==> config.mk <==
export PLATFORM = sky130hd
export DESIGN_NAME = graphics_sequencer
export DESIGN_NICKNAME = d
export VERILOG_FILES = /design/src/rtl/graphics_sequencer.sv
export SDC_FILE = /design/constraint.sdc
export NUM_CORES = 1
export LEC_CHECK = 0
export ABC_AREA = 1
export CORE_UTILIZATION = 60
export DETAILED_ROUTE_END_ITERATION = 7
export HOLD_SLACK_MARGIN = 0.02
export MAX_ROUTING_LAYER = met4
export PLACE_DENSITY = 0.8
export REMOVE_ABC_BUFFERS = 1
export SYNTH_ARGS = -nofsm -noshare
export SYNTH_HDL_FRONTEND = slang
export SYNTH_SLANG_ARGS = --single-unit
==> constraint.sdc <==
create_clock -name clock_in -period 8 [get_ports clock_in]
set_input_delay 1.2 -clock clock_in [delete_from_list [all_inputs] [get_ports clock_in]]
set_output_delay 1.2 -clock clock_in [all_outputs]
set_load 0.1 [all_outputs]
==> src/rtl/graphics_sequencer.sv <==
// graphics_sequencer
// Decodes byte-oriented drawing commands into palette updates, rectangle
// fills and frame-buffer swap requests.
//
// Ports:
//   clock_in, reset_in             system clock, async active-high reset
//   op_code_in / op_code_valid_in  command opcode, valid for the whole command
//   operand_in / operand_valid_in  operand byte with one-cycle strobe
//   operand_count_in               0-based slot index of the strobed operand
//   pixel_write_*                  frame-buffer write port (enable/ready handshake)
//   switch_write_buffer_out        one-cycle buffer swap pulse
//   assign_color_*                 palette write strobe, entry and YCbCr value
//   busy_out                       high while a rectangle is being set up or filled
//   dropped_out                    sticky flag: a command was discarded while busy
module graphics_sequencer #(
   parameter int DISPLAY_WIDTH  = 640,
   parameter int DISPLAY_HEIGHT = 400
) (
   input  logic        clock_in,
   input  logic        reset_in,
   input  logic [7:0]  op_code_in,
   input  logic        op_code_valid_in,
   input  logic [7:0]  operand_in,
   input  logic        operand_valid_in,
   input  logic [31:0] operand_count_in,
   output logic [17:0] pixel_write_address_out,
   output logic [3:0]  pixel_write_data_out,
   output logic        pixel_write_enable_out,
   input  logic        pixel_write_buffer_ready_in,
   output logic        switch_write_buffer_out,
   output logic        assign_color_enable_out,
   output logic [3:0]  assign_color_index_out,
   output logic [9:0]  assign_color_value_out,
   output logic        busy_out,
   output logic        dropped_out
);

   localparam logic [7:0]  OP_ASSIGN = 8'h11;
   localparam logic [7:0]  OP_FILL   = 8'h12;
   localparam logic [7:0]  OP_SHOW   = 8'h17;
   localparam logic [31:0] WIDTH_W   = 32'(DISPLAY_WIDTH);
   localparam logic [31:0] HEIGHT_W  = 32'(DISPLAY_HEIGHT);
   localparam logic [17:0] WIDTH_A   = 18'(DISPLAY_WIDTH);

   typedef enum logic [1:0] {
      ST_IDLE,
      ST_COLLECT,
      ST_SETUP,
      ST_FILL
   } state_t;

   state_t      state_q, state_d;
   logic        op_valid_prev_q;
   logic [7:0]  opcode_q, opcode_d;
   logic [7:0]  operands_q [0:8];
   logic [7:0]  operands_d [0:8];
   logic        complete_q, complete_d;
   logic        pending_show_q, pending_show_d;
   logic        dropped_q, dropped_d;
   logic        switch_q, switch_d;
   logic        color_en_q, color_en_d;
   logic [3:0]  color_idx_q, color_idx_d;
   logic [9:0]  color_val_q, color_val_d;
   logic        pix_en_q, pix_en_d;
   logic [17:0] pix_addr_q, pix_addr_d;
   logic [3:0]  pix_data_q, pix_data_d;
   logic [17:0] row_start_q, row_start_d;
   logic [15:0] col_q, col_d;
   logic [15:0] row_q, row_d;
   logic [15:0] w_lim_q, w_lim_d;
   logic [15:0] h_lim_q, h_lim_d;

   logic        opcode_edge;
   logic        busy;
   logic        finishing;
   logic        accept;
   logic        last_col;
   logic        last_row;
   logic [15:0] fill_x, fill_y, fill_w, fill_h;
   logic [31:0] x_room, y_room;
   logic [15:0] w_clip, h_clip;
   logic        fill_empty;
   logic [17:0] start_addr;

   // Number of operand bytes each known opcode expects; unknown opcodes
   // accept none, so all their operands fall on the floor.
   function automatic logic [31:0] operand_total(input logic [7:0] op);
      case (op)
         OP_ASSIGN: operand_total = 32'd4;
         OP_FILL:   operand_total = 32'd9;
         default:   operand_total = 32'd0;
      endcase
   endfunction

   // op_valid_prev_q resets high so a valid already asserted when reset
   // releases is not mistaken for a new command.
   assign opcode_edge = op_code_valid_in && !op_valid_prev_q;
   assign busy        = (state_q == ST_SETUP) || (state_q == ST_FILL);

   // Rectangle geometry decoded from the big-endian operand pairs.
   assign fill_x     = {operands_q[0], operands_q[1]};
   assign fill_y     = {operands_q[2], operands_q[3]};
   assign fill_w     = {operands_q[4], operands_q[5]};
   assign fill_h     = {operands_q[6], operands_q[7]};
   assign x_room     = WIDTH_W - 32'(fill_x);
   assign y_room     = HEIGHT_W - 32'(fill_y);
   assign w_clip     = (32'(fill_w) < x_room) ? fill_w : x_room[15:0];
   assign h_clip     = (32'(fill_h) < y_room) ? fill_h : y_room[15:0];
   assign fill_empty = (fill_w == 16'd0) || (fill_h == 16'd0) ||
                       (32'(fill_x) >= WIDTH_W) || (32'(fill_y) >= HEIGHT_W);
   assign start_addr = 18'(32'(fill_y) * WIDTH_W + 32'(fill_x));

   assign accept   = pix_en_q && pixel_write_buffer_ready_in;
   assign last_col = (col_q == w_lim_q - 16'd1);
   assign last_row = (row_q == h_lim_q - 16'd1);

   // Next-state and output logic. Pulses default low; everything else holds.
   always_comb begin
      state_d        = state_q;
      opcode_d       = opcode_q;
      operands_d     = operands_q;
      complete_d     = complete_q;
      pending_show_d = pending_show_q;
      dropped_d      = dropped_q;
      switch_d       = 1'b0;
      color_en_d     = 1'b0;
      color_idx_d    = color_idx_q;
      color_val_d    = color_val_q;
      pix_en_d       = pix_en_q;
      pix_addr_d     = pix_addr_q;
      pix_data_d     = pix_data_q;
      row_start_d    = row_start_q;
      col_d          = col_q;
      row_d          = row_q;
      w_lim_d        = w_lim_q;
      h_lim_d        = h_lim_q;
      finishing      = 1'b0;

      case (state_q)
         ST_IDLE: begin
            if (opcode_edge) begin
               if (op_code_in == OP_SHOW) begin
                  switch_d = 1'b1;
               end else begin
                  opcode_d   = op_code_in;
                  complete_d = 1'b0;
                  state_d    = ST_COLLECT;
               end
            end
         end

         ST_COLLECT: begin
            // Completion is acted on the cycle after the final operand lands,
            // so the command runs even if valid drops right after it.
            if (complete_q) begin
               complete_d = 1'b0;
               if (opcode_q == OP_ASSIGN) begin
                  color_en_d  = 1'b1;
                  color_idx_d = operands_q[0][3:0];
                  color_val_d = {operands_q[1][3:0], operands_q[2][2:0], operands_q[3][2:0]};
                  state_d     = ST_IDLE;
               end else if (opcode_q == OP_FILL) begin
                  state_d = ST_SETUP;
               end else begin
                  state_d = ST_IDLE;
               end
            end else if (!op_code_valid_in) begin
               state_d = ST_IDLE;
            end else if (operand_valid_in && (operand_count_in < operand_total(opcode_q))) begin
               operands_d[operand_count_in[3:0]] = operand_in;
               if (operand_count_in == operand_total(opcode_q) - 32'd1) begin
                  complete_d = 1'b1;
               end
            end
         end

         ST_SETUP: begin
            if (fill_empty) begin
               finishing = 1'b1;
               state_d   = ST_IDLE;
            end else begin
               pix_en_d    = 1'b1;
               pix_addr_d  = start_addr;
               row_start_d = start_addr;
               pix_data_d  = operands_q[8][3:0];
               col_d       = 16'd0;
               row_d       = 16'd0;
               w_lim_d     = w_clip;
               h_lim_d     = h_clip;
               state_d     = ST_FILL;
            end
         end

         ST_FILL: begin
            // The address only moves on an accepted write; a row end jumps
            // straight to the next row start so no bubble cycle is inserted.
            if (accept) begin
               if (last_col) begin
                  if (last_row) begin
                     pix_en_d  = 1'b0;
                     finishing = 1'b1;
                     state_d   = ST_IDLE;
                  end else begin
                     row_start_d = row_start_q + WIDTH_A;
                     pix_addr_d  = row_start_q + WIDTH_A;
                     col_d       = 16'd0;
                     row_d       = row_q + 16'd1;
                  end
               end else begin
                  pix_addr_d = pix_addr_q + 18'd1;
                  col_d      = col_q + 16'd1;
               end
            end
         end

         default: begin
            state_d  = ST_IDLE;
            pix_en_d = 1'b0;
         end
      endcase

      // While busy, a show request is remembered (repeats merge into one)
      // and anything else is thrown away. The remembered show fires as the
      // fill finishes, including the case where it arrives on that very cycle.
      if (busy) begin
         if (opcode_edge) begin
            if (op_code_in == OP_SHOW) begin
               pending_show_d = 1'b1;
            end else begin
               dropped_d = 1'b1;
            end
         end
         if (finishing) begin
            switch_d       = pending_show_d;
            pending_show_d = 1'b0;
         end
      end
   end

   // State register; the async reset kills an in-progress fill at once.
   always_ff @(posedge clock_in or posedge reset_in) begin
      if (reset_in) begin
         state_q         <= ST_IDLE;
         op_valid_prev_q <= 1'b1;
         opcode_q        <= 8'h00;
         operands_q      <= '{default: 8'h00};
         complete_q      <= 1'b0;
         pending_show_q  <= 1'b0;
         dropped_q       <= 1'b0;
         switch_q        <= 1'b0;
         color_en_q      <= 1'b0;
         color_idx_q     <= 4'h0;
         color_val_q     <= 10'h000;
         pix_en_q        <= 1'b0;
         pix_addr_q      <= 18'h00000;
         pix_data_q      <= 4'h0;
         row_start_q     <= 18'h00000;
         col_q           <= 16'h0000;
         row_q           <= 16'h0000;
         w_lim_q         <= 16'h0000;
         h_lim_q         <= 16'h0000;
      end else begin
         state_q         <= state_d;
         op_valid_prev_q <= op_code_valid_in;
         opcode_q        <= opcode_d;
         operands_q      <= operands_d;
         complete_q      <= complete_d;
         pending_show_q  <= pending_show_d;
         dropped_q       <= dropped_d;
         switch_q        <= switch_d;
         color_en_q      <= color_en_d;
         color_idx_q     <= color_idx_d;
         color_val_q     <= color_val_d;
         pix_en_q        <= pix_en_d;
         pix_addr_q      <= pix_addr_d;
         pix_data_q      <= pix_data_d;
         row_start_q     <= row_start_d;
         col_q           <= col_d;
         row_q           <= row_d;
         w_lim_q         <= w_lim_d;
         h_lim_q         <= h_lim_d;
      end
   end

   assign pixel_write_address_out = pix_addr_q;
   assign pixel_write_data_out    = pix_data_q;
   assign pixel_write_enable_out  = pix_en_q;
   assign switch_write_buffer_out = switch_q;
   assign assign_color_enable_out = color_en_q;
   assign assign_color_index_out  = color_idx_q;
   assign assign_color_value_out  = color_val_q;
   assign busy_out                = busy;
   assign dropped_out             = dropped_q;

endmodule

==> metrics, run 1 <==
period utilization=0.486; Residual DRC=0; HPWL Detailed=27900 um; CTS H-tree depth=1; Post-CTS Setup Inserts=0; DR WL/cell=15.6 um; Syn. warnings=0; Vias/cell=5.55; Final Power=2410 uW; Worst-Skew Late Latency=0.51 ns; leakage power=0.00814 uW; Final GP Congestion=0.976; sequential area share after synthesis=0.356; Layout area overhead=12.2%; Cells after Synth=2004; crit path DAT=4.34 ns; Final Slew Violations=0; fraction of registers with async set/reset=1.00; Fin Hold WS=0.488 ns; Synth area leaders=dfrtp_1 35%, nand2_1 16%, nand3_1 6.9%; initial antenna violation count=0; fmax=257 MHz; die height=156 um; FF+latch count, synth=203; CP endpoint kind=flip-flop; number of max-cap violations=0; CP Max Fanout=16; Mapped Area=14300 um2; number of cells on the worst hold path=2; number of synthesized flops with an enable pin=0; worst-case vdd ir drop=0.201 mV; Syn Area/Cell=7.12 um2; Clock Pin Slew Worst Setup and Hold Paths=0.06 ns; Clock Path Buffers=3; Total GRT Usage=0.323; pin count of the biggest net entering global routing=128; category of the critical setup timing path=reg -> reg; Setup-failing EPs final=0; Initial Util=0.610; first-pass iteration count of the detailed router=7; reg-to-reg startpoint=fill_x[1]; Root Buffer=clkbuf_16; cell row count=56; power per cell area=150 nW/um2; RSZ-0062 raised after global routing=false; WP data required=8.44 ns; DIE AREA=24400 um2; IO Pins=94; Hold Path Class=reg -> reg; PortBufs=93; Tmin final=3.89 ns; crit path from=fill_x[1]; overall die width=156 um; CTS tree=built; reg2reg path depth=22; top cell type's share of synthesized area=0.354; antenna cells=0; Most used DFF post-synth=dfrtp_1; commonest non-fill, non-tap cell in the layout=nand2_1; layout cell share with drive strength beyond 1=0.0602; area leader, netlist=dfrtp_1; Hold Buf Count CTS=0; crit path launch type=flip-flop; Antenna Violating Nets Remaining=0; initial DRC count=1187; final hold vios=0; clock skew=0.0149 ns; cts bufs inserted=23; Final nets=2185; start point of the worst hold path=assign_color_value_out[3]; Resized Gates After CTS=0; total gr overflow=0; first-pass GRT wire length=60900 um; most frequent cells in the layout=599 x nand2_1, 207 x inv_1, 202 x dfrtp_1; Core Box Area=23400 um2; status=finished clean; Worst Tran Pin Value=1.15 ns; relative slew slack=0.228; number of clock sinks=203; routed via count=13300; routed wire length=37500 um; count of different cell masters after synthesis=58; total negative slack=0 ns; vias in the first global route=12200
[cells by family (layout without fill, tap and decap cells)]
kind of cell    Yosys count  after routing  synth area share
compound gates          230            230            0.0835
xor+xnor                 89             89            0.0556
fa+ha+maj                70             70            0.0624
buf+inv                 285            359            0.0849
flops                   203            203             0.356
mux                       8              8           0.00631
simple gates           1119           1119             0.351
[cell usage after synthesis (2+ instances only)]
| library cell | instances |
|---|---|
| nand2_1 | 599 |
| inv_1 | 208 |
| dfrtp_1 | 202 |
| nand3_1 | 196 |
| o21ai_0 | 149 |
| nor2_1 | 144 |
| ha_1 | 68 |
| xor2_1 | 65 |
| nand4_1 | 60 |
| a21oi_1 | 49 |
| clkbuf_1 | 29 |
| nor3_1 | 29 |
| xnor2_1 | 23 |
| buf_2 | 17 |
| o21ai_1 | 17 |
| nand2_2 | 16 |
| nor4_1 | 15 |
| nor2_2 | 13 |
| nand3b_1 | 10 |
| nor2_4 | 10 |
| buf_6 | 9 |
| inv_2 | 9 |
| mux2_2 | 8 |
| or2_2 | 5 |
| buf_4 | 4 |
| nand3_2 | 4 |
| nor3_2 | 4 |
| clkinv_1 | 3 |
| nand2_4 | 3 |
| o21a_1 | 3 |
| and2_1 | 2 |
| and3_1 | 2 |
| clkbuf_8 | 2 |
| fa_1 | 2 |
| o21bai_1 | 2 |
[critical path: stages (launching register included)]
cell     delay, ns
dfrtp_1       0.40
inv_1         0.14
ha_1          0.23
nand4_1       0.13
nor2_1        0.16
nand2_1       0.14
nand2_1       0.09
nand2_1       0.07
nand2_1       0.10
inv_1         0.09
nor4_1        0.23
xor2_1        0.12
ha_1          0.28
nand2_1       0.06
inv_1         0.05
nand3_1       0.08
nor3_1        0.17
o21ai_0       0.14
nand2_1       0.33
nand2_1       0.43
nand2_1       0.17
nand3_1       0.10
nand2_1       0.10
[flip-flops by register name, summed over array words and instances, names as in the netlist, 2 cells and up]
signal	flops
fill_y	16
state_q	2
w_lim_q	16
fill_w	16
fill_h	16
assign_color_value_out	10
row_q	16
opcode_q	8
pixel_write_address_out	18
col_q	16
h_lim_q	16
row_start_q	18
assign_color_index_out	4
operands_q	4
pixel_write_data_out	4
fill_x	16
[final cells by class]
type / count / area, um2
inverter: 221 / 838
timing repair buffer: 97 / 961
multi-input combinational: 1516 / 7980
tap: 319 / 399
fill: 2084 / 7390
clock inverter: 11 / 91.3
clock buffer: 30 / 662
sequential: 203 / 5080
[metrics by stage]
| stage | cell area, um2 | utilization | setup WS [ns] | instances |
|---|---|---|---|---|
| after floorplan | 13900 | - | 1.26 | 1940 |
| after global placement | 15300 | 0.652 | 4.06 | 2356 |
| after detailed placement | 15300 | 0.652 | 3.95 | 2356 |
| after CTS | 16000 | 0.684 | 4.18 | 2397 |
| after global routing | 16000 | 0.684 | 3.72 | 2397 |
| final | 16000 | 0.684 | 4.11 | 2397 |
[worst paths after layout]
| kind | end | slack (ns) |
|---|---|---|
| max reg2reg | w_lim_q[6] | 4.11 |
| min reg2reg | assign_color_value_out[3] | 0.49 |
| min | assign_color_value_out[3] | 0.49 |
| max in group asynchronous | fill_x[4] | 5.14 |
| max | w_lim_q[6] | 4.11 |
| min in group asynchronous | w_lim_q[10] | 1.28 |
[per-layer routing]
| metal | vias to the layer above | part of all wire | global-route usage |
|---|---|---|---|
| met3 | 74 | 0.065 | 0.0402 |
| met2 | 464 | 0.44 | 0.491 |
| met4 | 0 | 0.027 | 0.101 |
| met1 | 6112 | 0.47 | 0.450 |
| li1 | 6647 | - | - |
| met5 | - | 0 | - |
[report_power, final]
group	switching (uW)	internal [uW]	leakage, uW	total, uW
clock	436	615	0.000370	1050
sequential	29.8	1050	0.00278	1080
combinational	196	84.2	0.00498	280
Power figures use the tool's default switching activity.
==> inputs of run 2 (changes only) <==
==> constraint.sdc (replaced) <==
create_clock -name clock_in -period 3.7 [get_ports clock_in]
set_input_delay 0.555 -clock clock_in [delete_from_list [all_inputs] [get_ports clock_in]]
set_output_delay 0.555 -clock clock_in [all_outputs]
set_load 0.1 [all_outputs]
==> metrics, run 2 (synthesis gave the netlist of run 1 again) <==
Post-CTS Setup Inserts=0 (unchanged); most frequent cells in the layout=598 x nand2_1, 207 x inv_1, 202 x dfrtp_1; leakage power=0.00824 uW (+1.3%); Final Slew Violations=0 (unchanged); clock skew=0.0142 ns (-0.000692 ns); first-pass iteration count of the detailed router=8 (+1); CTS H-tree depth=1 (unchanged); number of cells on the worst hold path=1 (-1); power per cell area=329 nW/um2 (+120%); Total GRT Usage=0.325 (+0.00216); start point of the worst hold path=op_code_valid_in; Hold Path Class=in -> reg; Vias/cell=5.61 (+1.1%); crit path launch type=flip-flop; reg2reg path depth=13 (-41%); total negative slack=0 ns (unchanged); CP endpoint kind=flip-flop; vias in the first global route=12300 (+0.56%); Worst Hold End=op_valid_prev_q; Final nets=2203 (+0.82%); cell row count=56 (unchanged); Worst-Skew Late Latency=0.52 ns (about the same); relative slew slack=0.339 (+0.111); gate family responsible for the most delay along the worst path=simple AND/OR/NAND/NOR gates; pin count of the biggest net entering global routing=82 (-36%); fmax=291 MHz (+13%); WP data required=4.08 ns (-4.36 ns); Buf/Inv on CP=0 (-3); PortBufs=93 (unchanged); routed wire length=37700 um (+0.61%); antenna cells=0 (unchanged); layout cell share with drive strength beyond 1=0.0664 (+0.00623); top layer in use=met4; crit-path cells=nor4_2 > nand2_1 > ha_1 > or2_2 > ha_1 > a21boi_0 > o21a_1 > nor3_1 > nand2_1 > nor2_1 > nand2_1 > nand2_1 > o21ai_0; Clock Pin Slew Worst Setup and Hold Paths=0.06 ns (about the same); Residual DRC=1 (+1); cts bufs inserted=23 (unchanged); Slowest-stage cell, CP=nor4_2; Clock Path Buffers=3 (unchanged); Layout area overhead=13.7%; CP Max Fanout=16 (unchanged); Core Box Area=23400 um2 (unchanged); category of the critical setup timing path=reg -> reg; Initial Util=0.610 (unchanged); Antenna Violating Nets Remaining=0 (unchanged); crit path DAT=3.81 ns (-0.53 ns); status=finished, violations left; RSZ-0062 raised after global routing=false; first-pass GRT wire length=61700 um (+1.2%); register-to-register setup slack=0.27 ns (-3.84 ns); worst flop-to-flop path endpoint=fill_w[12]; Worst Tran Pin Value=0.988 ns (-0.167 ns); Final GP Congestion=0.992 (+1.7%); CTS tree=built; Root Buffer=clkbuf_16; die height=156 um (unchanged); initial antenna violation count=0 (unchanged); initial DRC count=1038 (-13%); Final Power=5340 uW (+120%); wire length on met1=16800 um (-4.0%); HPWL Detailed=28500 um (+2.0%); period utilization=0.928 (+0.442); final hold vios=0 (unchanged); DR WL/cell=15.6 um (about the same); fillers=2040 (-2.1%); design area=16200 um2 (+1.3%); routed via count=13500 (+1.8%); met2 WL post-DR=17400 um (+5.2%); Post-DP Area=15400 um2 (+1.0%); IO Pins=94 (unchanged); failing checks=design-rule violations; total gr overflow=0 (unchanged); commonest non-fill, non-tap cell in the layout=nand2_1; number of clock sinks=203 (unchanged); cell mode on critical path=nand2_1; reg-to-reg startpoint=opcode_q[7]; met3 wire length=2530 um (+3.5%); Tmin final=3.43 ns (-0.457 ns); overall die width=156 um (unchanged); Setup-failing EPs final=0 (unchanged); DIE AREA=24400 um2 (unchanged); number of max-cap violations=0 (unchanged); slowest cell delay on critical path=0.40 ns (-0.03 ns); worst-case vdd ir drop=0.453 mV (+130%)
[run 2: changes by cell type in the layout (fill, tap and decap cells not counted), sizes merged]
cell,change
buf,+18
bufinv,+3
clkbuf,+3
clkinv,-5
clkinvlp,-2
inv,-1
[run 2: worst max path at each step]
stage | startpoint | endpoint | slack [ns] | depth (start not counted)
3_3_place_gp | opcode_q[7] | fill_w[12] | 0.33 | 13
5_1_grt | fill_x[1] | w_lim_q[11] | 0.02 | 22
3_5_place_dp | opcode_q[7] | fill_w[12] | 0.21 | 13
6_report | opcode_q[7] | fill_w[12] | 0.27 | 13
4_1_cts | opcode_q[7] | fill_w[12] | 0.16 | 13
2_1_floorplan | reset_in | assign_color_enable_out | -2.39 | 1
[run 2: where the power goes]
group	internal, uW	switching (uW)	total, uW
logic	186	430	617
registers	2260	64.3	2320
clock network	1480	921	2400
total	3920	1420	5340
[run 2: cell type report]
type	count	area (um2)	share of cell area
Clock buffer	33	643	0.0397
Clock inverter	6	133	0.00818
Inverter	221	838	0.0517
Multi-Input combinational cell	1516	8000	0.493
Sequential cell	203	5080	0.313
Tap cell	319	399	0.0246
Timing Repair Buffer	115	1120	0.0691
[run 2: what timing repair did]
item / CTS / global route
setup endpoints to repair: 0 / 84
hold endpoints to repair: 0 / 0
hold buffers: 0 / 0
gates resized for setup: 0 / 4
[run 2: per-layer routing]
metal | global-route usage | vias up
li1 | - | 6684
met1 | 0.429 | 6276
met2 | 0.520 | 502
met3 | 0.0443 | 72
met4 | 0.0999 | 0
met5 | - | -
[run 2: metrics by stage]
stage,instances,util,setup slack [ns],hold slack [ns]
after CTS,2413,0.692,0.164,0.473
after floorplan,1940,-,-2.39,0.449
final,2413,0.693,0.265,0.481
after global routing,2413,0.693,0.0170,0.482
after detailed placement,2374,0.659,0.210,0.468
after global placement,2374,0.659,0.333,0.466
==> inputs of run 3 (changes only) <==
==> constraint.sdc (replaced) <==
create_clock -name clock_in -period 4.4 [get_ports clock_in]
set_input_delay 0.66 -clock clock_in [delete_from_list [all_inputs] [get_ports clock_in]]
set_output_delay 0.66 -clock clock_in [all_outputs]
set_load 0.1 [all_outputs]
==> metrics, run 3 (synthesis gave the netlist of run 1 again) <==
vias in the first global route=12400 (+0.78%); WP data required=4.83 ns (+0.75 ns); total gr overflow=0 (unchanged); reg-to-reg startpoint=fill_x[0]; Final Slew Violations=0 (unchanged); CP endpoint kind=flip-flop; Hold Path Class=reg -> reg; CTS H-tree depth=1 (unchanged); status=finished clean; initial DRC count=1324 (+28%); commonest non-fill, non-tap cell in the layout=nand2_1; Worst-Skew Late Latency=0.52 ns (about the same); Worst Tran Pin Value=0.999 ns (+0.0107 ns); Total GRT Usage=0.329 (+0.00385); crit path launch type=flip-flop; Final nets=2191 (-0.54%); routed wire length=38100 um (+1.0%); Fin Hold WS=0.478 ns (-0.00277 ns); initial antenna violation count=0 (unchanged); Hold Buf Count CTS=0 (unchanged); Post-CTS Setup Inserts=0 (unchanged); Core Box Area=23400 um2 (unchanged); total negative slack=0 ns (unchanged); Antenna Violating Nets Remaining=0 (unchanged); crit path from=fill_x[0]; DR WL/cell=15.9 um (+1.5%); Vias/cell=5.59 (-0.32%); antenna cells=0 (unchanged); Setup-failing EPs final=0 (unchanged); cts bufs inserted=22 (-4.3%); overall die width=156 um (unchanged); DIE AREA=24400 um2 (unchanged); most frequent cells in the layout=599 x nand2_1, 207 x inv_1, 202 x dfrtp_1; Resized Gates After CTS=0 (unchanged); number of clock sinks=203 (unchanged); Final Power=4260 uW (-20%); Final GP Congestion=0.994 (+0.20%); final hold vios=0 (unchanged); start point of the worst hold path=assign_color_index_out[1]; crit path DAT=4.18 ns (+0.37 ns); number of max-cap violations=0 (unchanged); HPWL Detailed=28500 um (about the same); Clock Path Buffers=3 (unchanged); layout cell share with drive strength beyond 1=0.0591 (-0.00730); period utilization=0.851 (-0.0769); RSZ-0062 raised after global routing=false; CP Max Fanout=16 (unchanged); relative slew slack=0.332 (-0.00714); worst-case vdd ir drop=0.390 mV (-14%); PortBufs=93 (unchanged); fillers=2038 (-0.098%); first-pass iteration count of the detailed router=5 (-3); routed via count=13400 (-0.81%); Initial Util=0.610 (unchanged); fmax=267 MHz (-8.3%); register-to-register setup slack=0.65 ns (+0.39 ns); category of the critical setup timing path=reg -> reg; Clock Pin Slew Worst Setup and Hold Paths=0.06 ns (about the same); die height=156 um (unchanged); cell row count=56 (unchanged); leakage power=0.00814 uW (-1.3%); Residual DRC=0 (-1); power per cell area=266 nW/um2 (-19%); IO Pins=94 (unchanged); Layout area overhead=12.2%; clock skew=0.0273 ns (+0.0131 ns); Root Buffer=clkbuf_16; CTS tree=built; first-pass GRT wire length=62100 um (+0.69%); Tmin final=3.75 ns (+0.311 ns); pin count of the biggest net entering global routing=89 (+8.5%)
run 3: cell types whose count changed in the layout (fill, tap and decap cells not counted), sizes merged:
cell	previous run	this run
bufinv	4	1
clkinvlp	1	0
clkinv	5	8
buf	22	11
run 3: layer usage:
layer,vias to the layer above,track usage,part of all wire
met5,-,-,0
met4,0,0.0896,0.026
met3,67,0.0399,0.072
met2,491,0.516,0.44
met1,6209,0.450,0.46
li1,6657,-,-
run 3: area by class of cell:
cell class / instances / area, um2 / share of cell area
tap: 319 / 399 / 0.0249
sequential: 203 / 5080 / 0.317
inverter: 221 / 838 / 0.0524
clock buffer: 33 / 632 / 0.0395
clock inverter: 5 / 61.3 / 0.00383
timing repair buffer: 104 / 1010 / 0.0633
multi-input combinational: 1516 / 7980 / 0.499
run 3: critical path, cell delays in order (launching register included):
cell and delay, ns:
dfrtp_1 0.40, inv_2 0.11, ha_1 0.22, nand4_1 0.14, nor2_1 0.17, nand2_1 0.14, nand2_1 0.09, nand2_1 0.06
nand2_1 0.10, inv_1 0.09, nor4_1 0.22, xor2_1 0.12, ha_1 0.28, nand2_1 0.05, inv_1 0.05, nand3_1 0.08
nor3_1 0.13, o21ai_0 0.10, nand2_1 0.30, nand2_1 0.43, nand2_1 0.17, nand3_1 0.11, nand2_1 0.11
run 3: worst paths after layout:
| path | endpoint | depth (start not counted) |
|---|---|---|
| max | w_lim_q[6] | 22 |
| min | assign_color_index_out[1] | 2 |
| max reg2reg | w_lim_q[6] | 22 |
| min reg2reg | assign_color_index_out[1] | 2 |
| max in group asynchronous | fill_h[10] | 3 |
| min in group asynchronous | w_lim_q[13] | 2 |
run 3: report_power, final:
part	internal (uW)	leakage [uW]	switching, uW
Combinational	156	0.00501	356
Clock	1050	0.000341	746
Sequential	1900	0.00278	53.6
run 3: stage by stage:
stage	cells	cell area, um2	util	setup WS (ns)
2_1_floorplan	1940	13900	-	-1.80
3_3_place_gp	2363	15300	0.654	0.857
3_5_place_dp	2363	15300	0.654	0.719
4_1_cts	2401	16000	0.684	0.698
5_1_grt	2401	16000	0.684	0.237
6_report	2401	16000	0.684	0.654
